==> src/rtl/sudoku_group_checker.sv <==
// Walks all 27 Sudoku groups (rows, columns, boxes) and reports conflict/completion.
// Optional macro GROUP_CHECKER_EARLY_ABORT_EN: finish right after the first bad group.
module values2onehot (
   input  logic [8:0][3:0] vals,
   output logic [8:0]      onehot
);
   always_comb begin
      onehot = '0;
      for (int unsigned i = 0; i < 9; i++) begin
         if (vals[4'(i)] >= 4'd1 && vals[4'(i)] <= 4'd9) onehot[vals[4'(i)] - 4'd1] = 1'b1;
      end
   end
endmodule


==> config.mk <==
export PLATFORM = sky130hd
export DESIGN_NAME = values2onehot
export DESIGN_NICKNAME = d
export VERILOG_FILES = /design/src/rtl/sudoku_group_checker.sv
export SDC_FILE = /design/constraint.sdc
export NUM_CORES = 1
export LEC_CHECK = 0
export CORE_ASPECT_RATIO = 1.4
export CORE_MARGIN = 2
export CORE_UTILIZATION = 35
export DETAILED_ROUTE_END_ITERATION = 7
export PLACE_DENSITY = 0.78
export SYNTH_ARGS = -nofsm -noshare
export SYNTH_HDL_FRONTEND = slang
export SYNTH_SLANG_ARGS = --single-unit
==> constraint.sdc <==
create_clock -name vclk -period 1.6
set_clock_uncertainty 0.1 [all_clocks]
set_input_delay 0.32 -clock vclk [all_inputs]
set_output_delay 0.32 -clock vclk [all_outputs]
set_load 0.01 [all_outputs]
### Word-level counts from Yosys, hierarchy flattened

Index checks and enable logic that the tools add are counted.

| operators by class | value |
|---|---|
| $add $sub $neg | 9 |
| mux-type cells | 27 |
| order comparisons | 36 |
| bitwise logic cells | 8 |
| reduce and logical (&&, ||, !) cells | 18 |

Operators by type and width:

| kind | count |
|---|---|
| 9-bit 2-to-1 mux | 9 |
| 4-bit by 1-bit greater-or-equal comparator with 1-bit output (second input constant) | 18 |
| 9-bit OR | 8 |
| 4-bit by 5-bit less-than comparator with 1-bit output (second input constant) | 9 |
| 1-bit demux with 4-bit select | 9 |
| 4-bit <= comparator (second input constant) | 9 |
| 4-bit by 1-bit subtractor with 4-bit output (second input constant) | 9 |
| 1-bit logical AND | 18 |
| 1-bit 2-to-1 mux | 9 |

| word-level totals | value |
|---|---|
| word-level logic and storage cells | 98 |
| bits in registers | 0 |
| output and inout bits | 9 |

### Depth between registers and ports, before layout

| logic depth | value |
|---|---|
| depth in word-level cells | 22 |
| gate-level depth with buffers | 4 |
| depth with buffers taken out | 3 |

### Worst setup path before layout

Ideal clock, no wire load.

| path | value |
|---|---|
| kind | in2out |
| start point | input port vals[12] (netlist bit) |
| end point | output port onehot[5] |
| stages | 4 |
| slack | 0.144 ns |
| arrival time | 1.036 ns |
| required time | 1.180 ns |
| buffers on the path | 1 |
| path through | clkbuf_1 > nor4bb_1 > nor4_2 > nand3_1 |

| between the ends | value |
|---|---|
| longest elaborated chain between the ends | 17 |
| elaborated cells on any way between the ends | 21 |
| those cells by class | 1 x add/sub; 4 x order compare; 8 x mux; 6 x bitwise; 2 x reduce/logical |

RTL lines:

| what | line | source |
|---|---|---|
| start, declared | 4 | `input logic [8:0][3:0] vals,` |
| 4-bit by 1-bit subtractor with 4-bit output | 10 | `if (vals[4'(i)] >= 4'd1 && vals[4'(i)] <= 4'd9) onehot[vals[4'(i)] - 4'd1] = 1'b1;` |
| 4-bit by 5-bit less-than comparator with 1-bit output (not written as such) or 4-bit by 1-bit greater-or-equal comparator with 1-bit output (tied branches) | 10 |  |
| 1-bit logical AND (not written as such) | 10 |  |
| 1-bit 2-to-1 mux (not written as such) | 10 |  |
| 1-bit demux with 4-bit select | 10 |  |
| 9-bit OR (no line) | - |  |
| 9-bit 2-to-1 mux (*) | 10 |  |
| 9-bit OR (no line) | - |  |
| 9-bit 2-to-1 mux (*) | 10 |  |
| 9-bit OR (no line) | - |  |
| 9-bit 2-to-1 mux (*) | 10 |  |
| 9-bit OR (no line) | - |  |
| 9-bit 2-to-1 mux (*) | 10 |  |
| 9-bit OR (no line) | - |  |
| 9-bit 2-to-1 mux (*) | 10 |  |
| 9-bit OR (no line) | - |  |
| 9-bit 2-to-1 mux (*) | 10 |  |
| end, declared | 5 | `output logic [8:0] onehot` |

Mark *: on every way between the ends. The rest lies on a longest branch, timed or not.

### Worst setup path after layout

| path | value |
|---|---|
| start point | input port vals[21] (netlist bit) |
| end point | output port onehot[6] |

| between the ends | value |
|---|---|
| longest elaborated chain between the ends | 13 |
| elaborated cells on any way between the ends | 17 |
| those cells by class | 1 x add/sub; 4 x order compare; 6 x mux; 4 x bitwise; 2 x reduce/logical |

RTL lines:

| what | line |
|---|---|
| 4-bit by 1-bit subtractor with 4-bit output | 10 |
| 4-bit by 5-bit less-than comparator with 1-bit output (not written as such) or 4-bit by 1-bit greater-or-equal comparator with 1-bit output (tied branches) | 10 |
| 1-bit logical AND (not written as such) | 10 |
| 1-bit 2-to-1 mux (not written as such) | 10 |
| 1-bit demux with 4-bit select | 10 |
| 9-bit OR (no line) | - |
| 9-bit 2-to-1 mux (*) | 10 |
| 9-bit OR (no line) | - |
| 9-bit 2-to-1 mux (*) | 10 |
| 9-bit OR (no line) | - |
| 9-bit 2-to-1 mux (*) | 10 |
| 9-bit OR (no line) | - |
| 9-bit 2-to-1 mux (*) | 10 |

Marked as above.

==> flow_metrics.tcl <==
set metrics [dict create \
    grt_pass1_vias 1444 \
    route.detailed.drc 0 \
    crit_fanout 4 \
    ys_warn_count 0 \
    synth_top_family_by_area "simple AND/OR/NAND/NOR gates" \
    first_iter_violations 70 \
    ys_types 17 \
    final_common_cell "buf_4" \
    synth_top_area_share 0.305 \
    avgSynthCellArea_um2 8.29 \
    status "finished, violations left" \
    fin_cells 229 \
    dpl.cell_count 216 \
    holdWs_ns 0.980 \
    arrival_ns 1.33 \
    tightest_slew_ns 0.393 \
    layout_common_cells "buf_4 (27), nor4b_2 (21), buf_6 (16)" \
    hold_viol_final 0 \
    hp-class "input port to output pin" \
    drv_cap 0 \
    regArea_um2 0 \
    yosys.area_share.adder 0 \
    max_freq_ghz 0.573 \
    dieArea_mm2 0.00332 \
    overflow 0 \
    cp_slowest_cell "or3_1" \
    syn-cell-area_mm2 0.00100 \
    ir_drop_mv 0.181 \
    place_area_mm2 0.00161 \
    failed_checks "setup timing" \
    final_cell_area_mm2 0.00220 \
    hpwl_mm 2.91 \
    pin_count 45 \
    worst_setup_path_end_kind "output pin" \
    fin_crit_sh 1.09 \
    initial_core_util 0.359 \
    leakagePower_uw 0.000842 \
    synthSimpleGateAreaFrac 0.960 \
    rsz0062_at_grt "yes" \
    crit_chain "buf_8 > buf_6 > nand4b_1 > nand4_1 > or3_1 > buf_2" \
    fin_nets 230 \
    slew_violations 0 \
    cp.required_ns 1.18 \
    gp_congestion 0.833 \
    syn_inst 121 \
    synth_xor_area_frac 0 \
    slew_headroom 0.736 \
    num_rows 23 \
    wl_per_cell_um 23.6 \
    firstDrtPassIters 4 \
    synthMuxAreaShare 0 \
    ant_nets 0 \
    synth_top_cell_by_area "nor4b_1" \
    startpoint_type "input port" \
    power_uw 565 \
    utilization 0.789 \
    crit_type "input port to output pin" \
    synth-compound-area-share 0.0212 \
    synth_nets 157 \
    grtUsageTotal 0.271 \
    cpPeakStageDelay_ns 0.35 \
    period_needed_ns 1.75 \
    fp.dieW_um 49.3 \
    grt_start_max_net_pins 10 \
    diodes 0 \
    core_area_mm2 0.00279 \
    fill_cells 151 \
    wirelength_mm 5.40 \
    drive_gt1_frac 0.724 \
    setup_viol 9 \
    worst_slack_ns -0.145 \
    vias 1567 \
    viasPerCell 6.84 \
    grt_antenna_before_repair 0 \
    die_h_um 67.4 \
    synth_area_leaders "nor4b_1 (31%), nor4bb_1 (17%), and4bb_2 (16%)" \
    clkbuf_count 0 \
    syn2layout_area_growth_pct 120 \
    yosysSeqAreaShare 0 \
    p_per_area_mw_per_mm2 256 \
    sequential_cell_total 0 \
    portBuffers 45 \
    grt_first_pass_wirelength_mm 7.13 \
]
[kinds of logic after synthesis]
family / after synthesis
compound gates: 3
simple gates: 113
buf+inv: 5
[power by group]
group	switching (uW)	leakage, uW	internal (uW)
combinational	260	0.000842	305
clock	0	0	0
sequential	0	0	0
total	260	0.000842	305
[worst max-delay path: cells and delay by family]
family	cells	cell delay, ns
buffers and inverters	3	0.37
AND/OR/NAND/NOR	3	0.63
[final timing paths]
check             slack (ns)         to  startpoint  depth (start not counted)
setup / recovery       -0.15  onehot[6]    vals[21]                          6
hold / removal          0.98  onehot[2]    vals[13]                          4
[synth_stat cells, types with 2 or more instances]
library cell / n
nor4_2: 3
nor4_1: 5
and4bb_1: 4
nor4b_1: 35
nor4bb_1: 17
clkbuf_1: 4
nor2_1: 8
nor3_1: 7
nand3_1: 9
a31oi_1: 2
nand4b_1: 9
and4bb_2: 13
[metrics by stage]
| stage | setup TNS, ns | setup WS [ns] |
|---|---|---|
| 3_5_place_dp | -8.13 | -0.985 |
| 6_report | -0.814 | -0.145 |
| 2_1_floorplan | 0 | 0.144 |
| 3_3_place_gp | -7.95 | -0.966 |
| 4_1_cts | -0.637 | -0.142 |
| 5_1_grt | -1.00 | -0.168 |
[layout make-up]
type / count / area [um2] / area share
Multi-Input combinational cell: 116 / 1430 / 0.648
Inverter: 1 / 3.75 / 0.00170
Timing Repair Buffer: 75 / 726 / 0.329
Tap cell: 37 / 46.3 / 0.0210
[layer usage]
layer,wire (um),global-route usage,share of wire,vias up
li1,-,-,-,705
met4,272,0.161,0.050,0
met3,271,0.0221,0.050,16
met1,2060,0.303,0.38,772
met5,0,0,0,-
met2,2800,0.502,0.52,74
[timing repair]
item                                    in CTS  in global routing
hold buffers                                 0                  0
pin swaps                                   31                 20
buffers inserted                             9                  4
resized for setup                          306                 57
endpoints found under the setup margin       9                  9
Power figures use the tool's default switching activity.
